File: src/rtl/lsu_pkg.sv
// ---------------------------------------------------------------------------
// lsu_pkg
// Shared definitions for the load/store unit:
//   - RV32 funct3 width codes used by loads and stores
//   - state_t, the encoding of the load/store unit sequencer
//   - is_half(), which is true for halfword width codes (h, hu)
// ---------------------------------------------------------------------------
package lsu_pkg;

    localparam logic [2:0] F3_B  = 3'b000;
    localparam logic [2:0] F3_H  = 3'b001;
    localparam logic [2:0] F3_W  = 3'b010;
    localparam logic [2:0] F3_BU = 3'b100;
    localparam logic [2:0] F3_HU = 3'b101;

    typedef enum logic [2:0] {
        ST_IDLE  = 3'd0,
        ST_LOAD  = 3'd1,
        ST_READ  = 3'd2,
        ST_WRITE = 3'd3,
        ST_RESP  = 3'd4
    } state_t;

    function automatic logic is_half(input logic [2:0] f3);
        return (f3 == F3_H) || (f3 == F3_HU);
    endfunction

endpackage

File: src/rtl/lsu_align.sv
// ---------------------------------------------------------------------------
// lsu_align
// Combinational byte/halfword lane logic shared by the load path and the
// read-modify-write store path.
// Ports:
//   rdata       in  32  word read from memory
//   sdata       in  32  store source; low byte/half is inserted
//   lane        in  2   byte offset within the word (addr[1:0])
//   funct3      in  3   RV32 width code
//   ext_data    out 32  addressed lane, sign or zero extended
//   merged_data out 32  rdata with the addressed byte/half replaced
// ---------------------------------------------------------------------------
module lsu_align
    import lsu_pkg::*;
(
    input  logic [31:0] rdata,
    input  logic [31:0] sdata,
    input  logic [1:0]  lane,
    input  logic [2:0]  funct3,
    output logic [31:0] ext_data,
    output logic [31:0] merged_data
);

    logic [7:0]  byte_val;
    logic [15:0] half_val;

    // Select the addressed byte and half; half lane uses only lane[1].
    always_comb begin
        byte_val = rdata[7:0];
        case (lane)
            2'd0:    byte_val = rdata[7:0];
            2'd1:    byte_val = rdata[15:8];
            2'd2:    byte_val = rdata[23:16];
            default: byte_val = rdata[31:24];
        endcase
        half_val = lane[1] ? rdata[31:16] : rdata[15:0];
    end

    // Load extension; unknown width codes yield zero (they are rejected
    // before reaching the load path anyway).
    always_comb begin
        ext_data = 32'h0;
        case (funct3)
            F3_B:    ext_data = {{24{byte_val[7]}}, byte_val};
            F3_BU:   ext_data = {24'h0, byte_val};
            F3_H:    ext_data = {{16{half_val[15]}}, half_val};
            F3_HU:   ext_data = {16'h0, half_val};
            F3_W:    ext_data = rdata;
            default: ext_data = 32'h0;
        endcase
    end

    // Store merge: the untouched lanes keep the memory contents.
    always_comb begin
        merged_data = rdata;
        if (is_half(funct3)) begin
            if (lane[1]) merged_data[31:16] = sdata[15:0];
            else         merged_data[15:0]  = sdata[15:0];
        end else if (funct3 == F3_B) begin
            case (lane)
                2'd0:    merged_data[7:0]   = sdata[7:0];
                2'd1:    merged_data[15:8]  = sdata[7:0];
                2'd2:    merged_data[23:16] = sdata[7:0];
                default: merged_data[31:24] = sdata[7:0];
            endcase
        end
    end

endmodule

File: src/rtl/load_store_unit.sv
// ---------------------------------------------------------------------------
// load_store_unit
// Initiator side of the data-memory interface. Takes one load/store request
// at a time, performs byte/half/word loads with extension, and does sub-word
// stores as read-modify-write against a word-wide memory with combinational
// read and posedge write. Bad requests complete immediately with err.
// Ports:
//   clk, reset              clock and asynchronous active-high reset
//   req_valid/req_ready     request handshake (ready only when idle)
//   is_store, funct3, addr  request kind, width and byte address
//   store_data              store source
//   resp_valid              one-cycle completion pulse
//   load_data, err          result and error flag, valid with resp_valid
//   mem_addr, mem_we,       word-aligned address, write enable and data
//   mem_wdata, mem_rdata    towards / from the data memory
// ---------------------------------------------------------------------------
module load_store_unit
    import lsu_pkg::*;
#(
    parameter int MEM_WORDS = 32
) (
    input  logic        clk,
    input  logic        reset,
    input  logic        req_valid,
    output logic        req_ready,
    input  logic        is_store,
    input  logic [2:0]  funct3,
    input  logic [31:0] addr,
    input  logic [31:0] store_data,
    output logic        resp_valid,
    output logic [31:0] load_data,
    output logic        err,
    output logic [31:0] mem_addr,
    output logic        mem_we,
    output logic [31:0] mem_wdata,
    input  logic [31:0] mem_rdata
);

    state_t      state;
    state_t      next_state;

    logic [31:0] addr_q;
    logic [31:0] store_data_q;
    logic [2:0]  funct3_q;
    logic        is_store_q;
    logic [31:0] wdata_q;

    logic        f3_legal;
    logic        misaligned;
    logic        out_of_range;
    logic        bad_req;

    logic [31:0] ext_data;
    logic [31:0] merged_data;

    lsu_align u_align (
        .rdata       (mem_rdata),
        .sdata       (store_data_q),
        .lane        (addr_q[1:0]),
        .funct3      (funct3_q),
        .ext_data    (ext_data),
        .merged_data (merged_data)
    );

    // Request validation on the live inputs, used only in the accept cycle.
    always_comb begin
        f3_legal = 1'b0;
        if (is_store)
            f3_legal = (funct3 == F3_B) || (funct3 == F3_H) || (funct3 == F3_W);
        else
            f3_legal = (funct3 == F3_B) || (funct3 == F3_H) || (funct3 == F3_W) ||
                       (funct3 == F3_BU) || (funct3 == F3_HU);
        misaligned   = (is_half(funct3) && addr[0]) ||
                       ((funct3 == F3_W) && (addr[1:0] != 2'b00));
        out_of_range = {2'b00, addr[31:2]} >= 32'(MEM_WORDS);
        bad_req      = !f3_legal || misaligned || out_of_range;
    end

    // Sequencer state register.
    always_ff @(posedge clk or posedge reset) begin
        if (reset) state <= ST_IDLE;
        else       state <= next_state;
    end

    // Next-state decode; full words skip the read half of read-modify-write.
    always_comb begin
        next_state = state;
        case (state)
            ST_IDLE: begin
                if (req_valid) begin
                    if (bad_req)            next_state = ST_RESP;
                    else if (!is_store)     next_state = ST_LOAD;
                    else if (funct3 == F3_W) next_state = ST_WRITE;
                    else                    next_state = ST_READ;
                end
            end
            ST_LOAD:  next_state = ST_RESP;
            ST_READ:  next_state = ST_WRITE;
            ST_WRITE: next_state = ST_RESP;
            ST_RESP:  next_state = ST_IDLE;
            default:  next_state = ST_IDLE;
        endcase
    end

    // Request registers and results. wdata_q only changes when a write is
    // about to be issued, so mem_wdata holds its last value otherwise.
    always_ff @(posedge clk or posedge reset) begin
        if (reset) begin
            addr_q       <= 32'h0;
            store_data_q <= 32'h0;
            funct3_q     <= 3'b000;
            is_store_q   <= 1'b0;
            wdata_q      <= 32'h0;
            load_data    <= 32'h0;
            err          <= 1'b0;
        end else begin
            case (state)
                ST_IDLE: begin
                    if (req_valid) begin
                        addr_q       <= addr;
                        store_data_q <= store_data;
                        funct3_q     <= funct3;
                        is_store_q   <= is_store;
                        load_data    <= 32'h0;
                        err          <= bad_req;
                        if (is_store && (funct3 == F3_W) && !bad_req)
                            wdata_q <= store_data;
                    end
                end
                ST_LOAD: load_data <= is_store_q ? 32'h0 : ext_data;
                ST_READ: wdata_q   <= merged_data;
                default: ;
            endcase
        end
    end

    // Outputs decoded from state so that reset removes mem_we immediately.
    assign req_ready  = (state == ST_IDLE);
    assign resp_valid = (state == ST_RESP);
    assign mem_we     = (state == ST_WRITE);
    assign mem_wdata  = wdata_q;
    assign mem_addr   = (state == ST_IDLE) ? 32'h0 : {addr_q[31:2], 2'b00};

endmodule

File: config.mk
export PLATFORM = sky130hd
export DESIGN_NAME = load_store_unit
export DESIGN_NICKNAME = d
export VERILOG_FILES = /design/src/rtl/lsu_pkg.sv /design/src/rtl/lsu_align.sv /design/src/rtl/load_store_unit.sv
export SDC_FILE = /design/constraint.sdc
export NUM_CORES = 1
export LEC_CHECK = 0
export BUFFER_PORTS_ARGS = -buffer_cell sky130_fd_sc_hd__buf_2
export CORE_ASPECT_RATIO = 0.9
export CORE_MARGIN = 3
export CORE_UTILIZATION = 43
export DETAILED_ROUTE_END_ITERATION = 8
export PLACE_DENSITY = 0.69
export SETUP_SLACK_MARGIN = 0.1
export SYNTH_ARGS = -nofsm -noshare
export SYNTH_HDL_FRONTEND = slang
export SYNTH_SLANG_ARGS = --single-unit
File: constraint.sdc
create_clock -name clk -period 4.9 [get_ports clk]
set_clock_uncertainty 0.2 [all_clocks]
set_input_delay 1.225 -clock clk [delete_from_list [all_inputs] [get_ports clk]]
set_output_delay 1.225 -clock clk [all_outputs]
set_load 0.03 [all_outputs]
==> impl_metrics.yaml, run 1 <==
layout:
  drive_gt1_share_pct: 46.4
  design_area_mm2: 0.00803
  finalNonFillerCells: 926
  nets: 822
  fillers: 1320
  ff_latch_area_mm2: 0.00300
  syn2layout_area_growth_pct: 25.8
  multi_input_area_mm2: 0.00318
critical_path:
  end_kind: "flop"
  cp_num_buf_inv: 2
  max_stage_delay_ps: 540
  crit_path_max_fanout: 32
  worstPathArrival_ps: 3280
  cp_slowest_cell: "a2111oi_2"
  start_kind: "primary input"
  path_cells: "buf_2, nor4_1, nand4_1, a2111oi_2, a21oi_4, buf_4, mux2_4"
  crit_type: "primary input to flop"
  crit_required_ps: 5000
  crit_family: "compound AO/OA/AOI/OAI gates"
power:
  switchingPower_uw: 781
  p_total_mw: 2.74
  internal_power_mw: 1.96
  seq_power_share_pct: 41.1
  clockPowerShare_pct: 41.8
  total_leakage_power_nw: 4.31
  p_per_area_mw_per_mm2: 341
  ir_drop_uv: 278
  power_frac_comb_pct: 17.2
  p_sw_share_pct: 28.5
yosys:
  synth_area_leaders: "dfrtp_1 (47%), mux2_2 (9.3%), mux2i_1 (8.0%)"
  synth.largest_area_cell: "dfrtp_1"
  ys_seq_elements: 120
  yosysUniqueCellTypes: 55
  synth-async-reset-ratio_pct: 100
  synth_common_cells: "dfrtp_1 (120), mux2_2 (53), mux2i_1 (51)"
  yosys.cell_count.top_type: "dfrtp_1"
  syn_avg_cell_area_um2: 12.0
  synth_top_cell_area_share_pct: 47.0
  synth_area_mm2: 0.00638
  yosys_most_used_dff: "dfrtp_1"
  ys_seq_area_share_pct: 47.0
  synth-warning-count: 0
  syn_inst: 530
  synth_edf_count: 0
global_route:
  grt_use_met2_pct: 34.2
  antenna_found_initial: 0
  met3_usage_pct: 6.81
  grt-ovfl-total: 0
  grt.total_usage_pct: 23.2
  grt_max_degree: 77
  busiest_layer: "met2"
  grt_pass1_vias: 5311
  use_met1_pct: 32.6
  grt_pass1_wl_um: 29100
sta:
  min_period_ps: 3190
  final-setup-viol-count: 0
  drv_slew: 0
  worst_pin_slew_ps: 1210
  rsz0062_at_grt: "false"
  finalCritPeriodShare_pct: 65.0
  maxSlewHeadroom_pct: 19.2
  hold_violations: 0
  max_freq_mhz: 314
  setup_tns_ps: 0
route:
  vias: 5289
  drtIter0Drc: 377
  wl_per_cell_um: 20.5
  drtPass1Iterations: 5
  finalWirelength_um: 19000
  drc_errors: 0
  final_antenna_net_count: 0
  via_per_inst: 5.71
die:
  rows: 41
  core_mm2: 0.0143
  die_width_um: 134
  io_pins: 203
  dieArea_mm2: 0.0163
  die_h_um: 122
  start_util_pct: 44.8
placed_design:
  dp_hpwl_um: 14000
  post_dp_cell_area_mm2: 0.00749
  portBuffers: 200
  gp_congestion: 0.844
  placed_cells: 893
clock_network:
  postCtsSetupBuffers: 0
  clk_latency_ps: 420
  clk_pin_slew_ps: 50
  htree_num_levels: 4
  clk_path_buf_depth: 2
  cts_resized: 0
  cts_tree: "built"
  clock-sinks: 120
  numCtsBuffers: 17
  clockRootBuffer: "clkbuf_16"
  ctsHoldBuffers: 0
hold_path:
  hold_class: "flop to flop"
job:
  drv_cap: 0
run_status:
  status: "completed"
==> through the flow <==
stage	util [%]	setup WS (ps)	hold slack, ps
after floorplan	-	289	273
after global placement	52.5	1380	263
after detailed placement	52.5	1330	265
after CTS	56.3	1780	277
after global routing	56.3	1630	294
final	56.3	1710	273
==> power by group through the flow <==
stage / Combinational [mW] / Sequential (mW) / Clock, mW
finish: 0.471 / 1.13 / 1.15
global route: 0.507 / 1.14 / 1.21
CTS: 0.470 / 1.12 / 1.17
detailed placement: 0.468 / 1.14 / 0
global placement: 0.456 / 1.14 / 0
floorplan: 0.345 / 1.10 / 0
==> placed cells by master (no fill, tap or decap), types with 3 or more instances in the layout <==
| master | count |
|---|---|
| nand3_1 | 3 |
| a21oi_1 | 9 |
| buf_2 | 200 |
| nor2_1 | 9 |
| nor2b_1 | 33 |
| o311a_1 | 6 |
| mux2_4 | 30 |
| dfrtp_1 | 120 |
| buf_4 | 7 |
| clkinvlp_4 | 3 |
| a221oi_1 | 6 |
| o221ai_1 | 16 |
| clkbuf_16 | 17 |
| nor3b_1 | 3 |
| nand2_1 | 50 |
| clkinv_2 | 3 |
| a221o_1 | 16 |
| mux2_2 | 53 |
| a22oi_1 | 8 |
| o21ai_0 | 27 |
| mux4_2 | 7 |
| mux2i_1 | 51 |
| nor4_1 | 5 |
| clkbuf_1 | 3 |
| clkinv_4 | 3 |
| a21o_1 | 8 |
==> cells by family after synthesis <==
group	share of synthesized area, %
AOI/OAI and AO/OA	13.0
buffers and inverters	3.53
DFF	47.0
and+or+nand+nor	9.54
muxes	26.9
other	0.0587
==> cell type report <==
cell class / instances / share of cell area [%]
diodes: 2 / 0.0623
clock buffers: 20 / 5.44
clock inverters: 11 / 1.28
inverters: 3 / 0.171
multi-input cells: 370 / 39.6
flip-flops and latches: 120 / 37.4
well taps: 193 / 3.01
repair buffers: 207 / 13.1
==> routing by layer <==
layer,routed length [um],vias up,part of all wire (%)
met5,0,-,0
met4,496,0,2.6
met3,1540,41,8.1
met2,8540,243,45
met1,8380,2633,44
li1,-,2372,-
==> path summary, 6_finish.rpt <==
| path | to | cells after the start | slack [ps] | start |
|---|---|---|---|---|
| max | mem_wdata[2]$_DFFE_PP0P_ | 7 | 1710 | addr[19] |
| max reg2reg | load_data[29]$_DFFE_PP0P_ | 6 | 1900 | addr_q[1]$_DFFE_PP0P_ |
| min in group asynchronous | mem_wdata[24]$_DFFE_PP0P_ | 2 | 830 | reset |
| max in group asynchronous | addr_q[3]$_DFFE_PP0P_ | 3 | 2770 | reset |
| min reg2reg | load_data[10]$_DFFE_PP0P_ | 1 | 270 | load_data[10]$_DFFE_PP0P_ |
| min | load_data[10]$_DFFE_PP0P_ | 1 | 270 | load_data[10]$_DFFE_PP0P_ |
==> sequential cells by signal (all words and copies together), names as in the netlist <==
name	flops
addr_q	32
err	1
funct3_q	3
is_store_q	1
load_data	32
mem_wdata	32
state	3
store_data_q	16
Power figures use the tool's default switching activity.
==> run 2, diff against run 1 <==
--- a/config.mk
+++ b/config.mk
@@ -10,7 +10,7 @@
 export CORE_MARGIN = 3
 export CORE_UTILIZATION = 43
 export DETAILED_ROUTE_END_ITERATION = 8
-export PLACE_DENSITY = 0.69
+export PLACE_DENSITY = 0.72
 export SETUP_SLACK_MARGIN = 0.1
 export SYNTH_ARGS = -nofsm -noshare
 export SYNTH_HDL_FRONTEND = slang
==> constraint.sdc (replaced) <==
create_clock -name clk -period 2.9 [get_ports clk]
set_clock_uncertainty 0.2 [all_clocks]
set_input_delay 0.725 -clock clk [delete_from_list [all_inputs] [get_ports clk]]
set_output_delay 0.725 -clock clk [all_outputs]
set_load 0.03 [all_outputs]
==> run 2 against run 1 <==
Compared with the run above:
- global-route usage up 0.19 points
- combinational power grew 74%
- critical path type is now flop to primary output
- sequential power grew 67%
- critical endpoint is now mem_addr[18]
==> impl_metrics.yaml, run 2 (same netlist as run 1, synthesis figures left out) <==
power:
  ir_drop_uv: 416
  total_leakage_power_nw: 4.40
  p_total_mw: 4.95
  p_per_area_mw_per_mm2: 601
hold_path:
  hold_class: "primary input to asynchronous set/reset pin"
route:
  wl_per_cell_um: 20.2
  via_per_inst: 5.72
  finalWirelength_um: 18800
  drc_errors: 0
  final_antenna_net_count: 0
  drtPass1Iterations: 5
  drtIter0Drc: 320
  vias: 5329
critical_path:
  timing.rr.start: "funct3_q[1]$_DFFE_PP0P_"
  r2r_slack_ps: 420
  timing.rr.end: "load_data[15]$_DFFE_PP0P_"
  worstPathArrival_ps: 1640
  crit_path_max_fanout: 14
  crit_family: "flip-flops"
  path_cells: "nor3_4, buf_4, nor2b_1, buf_2"
  reg2regPathDepth: 5
  crit_required_ps: 1980
  max_stage_delay_ps: 460
  start_kind: "flop"
  end_kind: "primary output"
  cp_num_buf_inv: 2
  cp_slowest_cell: "dfrtp_1"
  critPathLaunch: "state[2]$_DFFE_PP0P_"
  crit_type: "flop to primary output"
global_route:
  grt-ovfl-total: 0
  grt.total_usage_pct: 23.4
  grt_max_degree: 85
  antenna_found_initial: 2
  grt_pass1_vias: 5396
  grt_pass1_wl_um: 29400
sta:
  drv_slew: 0
  hold_violations: 0
  min_period_ps: 2570
  setup_tns_ps: 0
  final-setup-viol-count: 0
  rsz0062_at_grt: "false"
  max_freq_mhz: 389
  setup_ws_ps: 330
  worst_pin_slew_ps: 1050
  fin_hold_ws_ps: 240
  finalCritPeriodShare_pct: 88.6
  maxSlewHeadroom_pct: 30.3
layout:
  multi_input_area_mm2: 0.00319
  syn2layout_area_growth_pct: 29.0
  finalNonFillerCells: 932
  fillers: 1244
  mostFrequentLayoutCell: "buf_2"
  n_antenna_cell: 0
  drive_gt1_share_pct: 47.2
  final_cell_mix: "buf_2 (200), dfrtp_1 (120), mux2_2 (53), mux2i_1 (51), nand2_1 (50)"
  nets: 829
  ff_latch_area_mm2: 0.00300
run_status:
  status: "completed"
job:
  drv_cap: 0
die:
  die_width_um: 134
  start_util_pct: 44.8
  rows: 41
  die_h_um: 122
  dieArea_mm2: 0.0163
  core_mm2: 0.0143
  io_pins: 203
clock_network:
  clk_pin_slew_ps: 60
  clk_latency_ps: 410
  clock-sinks: 120
  clk_path_buf_depth: 2
  cts_tree: "built"
  htree_num_levels: 4
  numCtsBuffers: 17
  ctsHoldBuffers: 0
  clockRootBuffer: "clkbuf_16"
placed_design:
  pre_cts_slack_ps: 23.9
  placed_cells: 899
  dp_hpwl_um: 13900
  gp_congestion: 0.921
  portBuffers: 200
[run 2: per-layer routing]
layer / up-vias / track usage (%) / routed length [um]
met3: 21 / 7.93 / 1950
met4: 4 / 6.62 / 214
li1: 2388 / - / -
met5: - / 0 / 25
met1: 2624 / 31.4 / 7840
met2: 292 / 36.3 / 8800
[run 2: worst max-delay path by stage]
stage	end	slack (ps)	cells after the start
floorplan	mem_wdata[0]$_DFFE_PP0P_	390	6
global placement	mem_wdata[17]$_DFFE_PP0P_	50	8
detailed placement	mem_wdata[19]$_DFFE_PP0P_	20	8
CTS	mem_addr[18]	290	4
global route	load_data[8]$_DFFE_PP0P_	170	5
finish	mem_addr[18]	330	4
[run 2: through the flow]
| stage | utilization (%) | area [um^2] |
|---|---|---|
| final | 57.8 | 8240 |
| after global routing | 57.8 | 8240 |
| after CTS | 57.7 | 8230 |
| after detailed placement | 53.2 | 7590 |
| after global placement | 53.2 | 7590 |
| after floorplan | - | 6390 |
[run 2: worst register-to-register path: cells and delay by family (launching register included)]
kind               cells  cell delay [ps]
DFF                    1              530
AOI/OAI and AO/OA      4             1430
and+or+nand+nor        1              270
[run 2: final cells by class]
cell class | count | area share, %
clock inverter | 12 | 2.11
clock buffer | 20 | 5.54
multi-input combinational | 370 | 38.7
sequential | 120 | 36.5
timing repair buffer | 214 | 14.0
inverter | 3 | 0.182
tap | 193 | 2.93
[run 2: power by group]
group          switching [mW]  internal, mW  leakage (nW)
Clock                   0.759          1.48         0.298
Combinational           0.446         0.373          2.55
Sequential              0.110          1.78          1.55
[run 2: timing repair]
action	in CTS	in global routing
pin swaps	1	0
hold endpoints to repair	0	0
buffers inserted	1	0
setup endpoints to repair	24	4
gates resized for setup	1	1
==> run 3, diff against run 2 <==
--- a/config.mk
+++ b/config.mk
@@ -10,7 +10,7 @@
 export CORE_MARGIN = 3
 export CORE_UTILIZATION = 43
 export DETAILED_ROUTE_END_ITERATION = 8
-export PLACE_DENSITY = 0.72
+export PLACE_DENSITY = 0.69
 export SETUP_SLACK_MARGIN = 0.1
 export SYNTH_ARGS = -nofsm -noshare
 export SYNTH_HDL_FRONTEND = slang
==> constraint.sdc (replaced) <==
create_clock -name clk -period 3.3 [get_ports clk]
set_clock_uncertainty 0.2 [all_clocks]
set_input_delay 0.825 -clock clk [delete_from_list [all_inputs] [get_ports clk]]
set_output_delay 0.825 -clock clk [all_outputs]
set_load 0.03 [all_outputs]
==> run 3 against run 2 <==
Compared with the run above:
- first-iteration DRC count is 9.1% higher
- utilization decreased by 0.74 points
- register-to-register slack improved by 100 ps
- via count is 0.94% lower
- sequential share of layout area up 0.47 points
- cell area is 1.3% lower
- worst hold slack better by 31 ps
- clock power fell by 18%
- critical path type is now flop to flop
- largest cell class unchanged
- highest routed layer unchanged
==> impl_metrics.yaml, run 3 (same netlist as run 1, synthesis figures left out) <==
run_status:
  status: "completed"
layout:
  nets: 824
  syn2layout_area_growth_pct: 27.4
  drive_gt1_share_pct: 47.0
  final_cell_mix: "buf_2 (200), dfrtp_1 (120), mux2_2 (53), mux2i_1 (51), nand2_1 (50)"
  n_antenna_cell: 0
  mostFrequentLayoutCell: "buf_2"
sta:
  drv_slew: 0
  min_period_ps: 2780
  finalCritPeriodShare_pct: 84.1
  maxSlewHeadroom_pct: 28.6
  max_freq_mhz: 360
  worst_pin_slew_ps: 1070
  final-setup-viol-count: 0
  hold_violations: 0
  setup_tns_ps: 0
  rsz0062_at_grt: "false"
  fin_hold_ws_ps: 271
global_route:
  grt-ovfl-total: 0
  grt_pass1_vias: 5378
  grt_max_degree: 121
  grt_pass1_wl_um: 29400
  grt.total_usage_pct: 23.3
  antenna_found_initial: 1
die:
  die_width_um: 134
  io_pins: 203
  rows: 41
  dieArea_mm2: 0.0163
  core_mm2: 0.0143
  die_h_um: 122
  start_util_pct: 44.8
clock_network:
  postCtsSetupBuffers: 0
  cts_tree: "built"
  clock-sinks: 120
  clockRootBuffer: "clkbuf_16"
  clk_path_buf_depth: 2
  clk_pin_slew_ps: 60
  numCtsBuffers: 17
  clk_latency_ps: 420
  htree_num_levels: 4
  cts_resized: 0
  ctsHoldBuffers: 0
power:
  p_per_area_mw_per_mm2: 518
  ir_drop_uv: 409
  total_leakage_power_nw: 4.35
critical_path:
  start_kind: "flop"
  worstPathArrival_ps: 2920
  crit_required_ps: 3450
  crit_path_max_fanout: 17
  max_stage_delay_ps: 920
  cp_slowest_cell: "nor3_2"
  path_cells: "inv_1, nor4_1, nand2_1, nor3_2, a221o_1"
  reg2regPathDepth: 5
  timing.rr.start: "state[0]$_DFFE_PP0P_"
  end_kind: "flop"
  crit_type: "flop to flop"
  r2r_slack_ps: 520
  timing.rr.end: "load_data[17]$_DFFE_PP0P_"
route:
  final_antenna_net_count: 0
  wl_per_cell_um: 20.5
  via_per_inst: 5.69
  finalWirelength_um: 19000
  drc_errors: 0
  vias: 5279
  drtPass1Iterations: 5
  drtIter0Drc: 349
placed_design:
  portBuffers: 200
  dp_hpwl_um: 13900
  gp_congestion: 0.842
hold_path:
  hold_end: "load_data[14]$_DFFE_PP0P_"
  holdPathStages: 1
  min_from: "load_data[14]$_DFFE_PP0P_"
  hold_class: "flop to flop"
job:
  drv_cap: 0
## run 3: how the worst max path moves through the flow
stage,startpoint,endpoint,cells after the start
final,state[0]$_DFFE_PP0P_,load_data[17]$_DFFE_PP0P_,5
after floorplan,funct3[2],mem_wdata[0]$_DFFE_PP0P_,6
after global routing,state[0]$_DFFE_PP0P_,load_data[22]$_DFFE_PP0P_,5
after global placement,addr[19],mem_wdata[6]$_DFFE_PP0P_,7
after CTS,state[0]$_DFFE_PP0P_,mem_addr[23],4
after detailed placement,addr[19],mem_wdata[17]$_DFFE_PP0P_,7
## run 3: layer usage
layer	share of wire (%)	GRT usage, %	wire, um
met3	8.7	6.11	1660
met4	2.0	8.52	381
met2	46	35.5	8720
met5	0.037	0	7
met1	43	32.2	8270
## run 3: cell type report
| cell class | count | area (um^2) |
|---|---|---|
| multi-input cells | 370 | 3180 |
| fillers | 1283 | 6130 |
| clock buffers | 18 | 439 |
| clock inverters | 14 | 149 |
| repair buffers | 209 | 1110 |
| flip-flops and latches | 120 | 3000 |
| inverters | 3 | 15.0 |
| well taps | 193 | 241 |
## run 3: metrics by stage
step | setup WS (ps) | area (um^2) | util, % | cells | power, mW
2_1_floorplan | 693 | 6390 | - | 531 | 2.15
3_3_place_gp | 285 | 7540 | 52.9 | 895 | 2.37
3_5_place_dp | 204 | 7540 | 52.9 | 895 | 2.39
4_1_cts | 535 | 8130 | 57.0 | 927 | 4.23
5_1_grt | 261 | 8130 | 57.0 | 927 | 4.39
6_report | 524 | 8130 | 57.0 | 927 | 4.21
## run 3: report_power, final
part	internal [mW]	switching, mW	total (mW)	leakage [nW]
registers	1.57	0.0944	1.66	1.55
logic	0.322	0.391	0.713	2.52
clock network	1.13	0.703	1.84	0.279
## run 3: critical path: cells and delay by family (launching register included)
kind / cells / cell delay, ps
and+or+nand+nor: 3 / 1730
DFF: 1 / 440
AOI/OAI and AO/OA: 1 / 230
buffers and inverters: 1 / 100
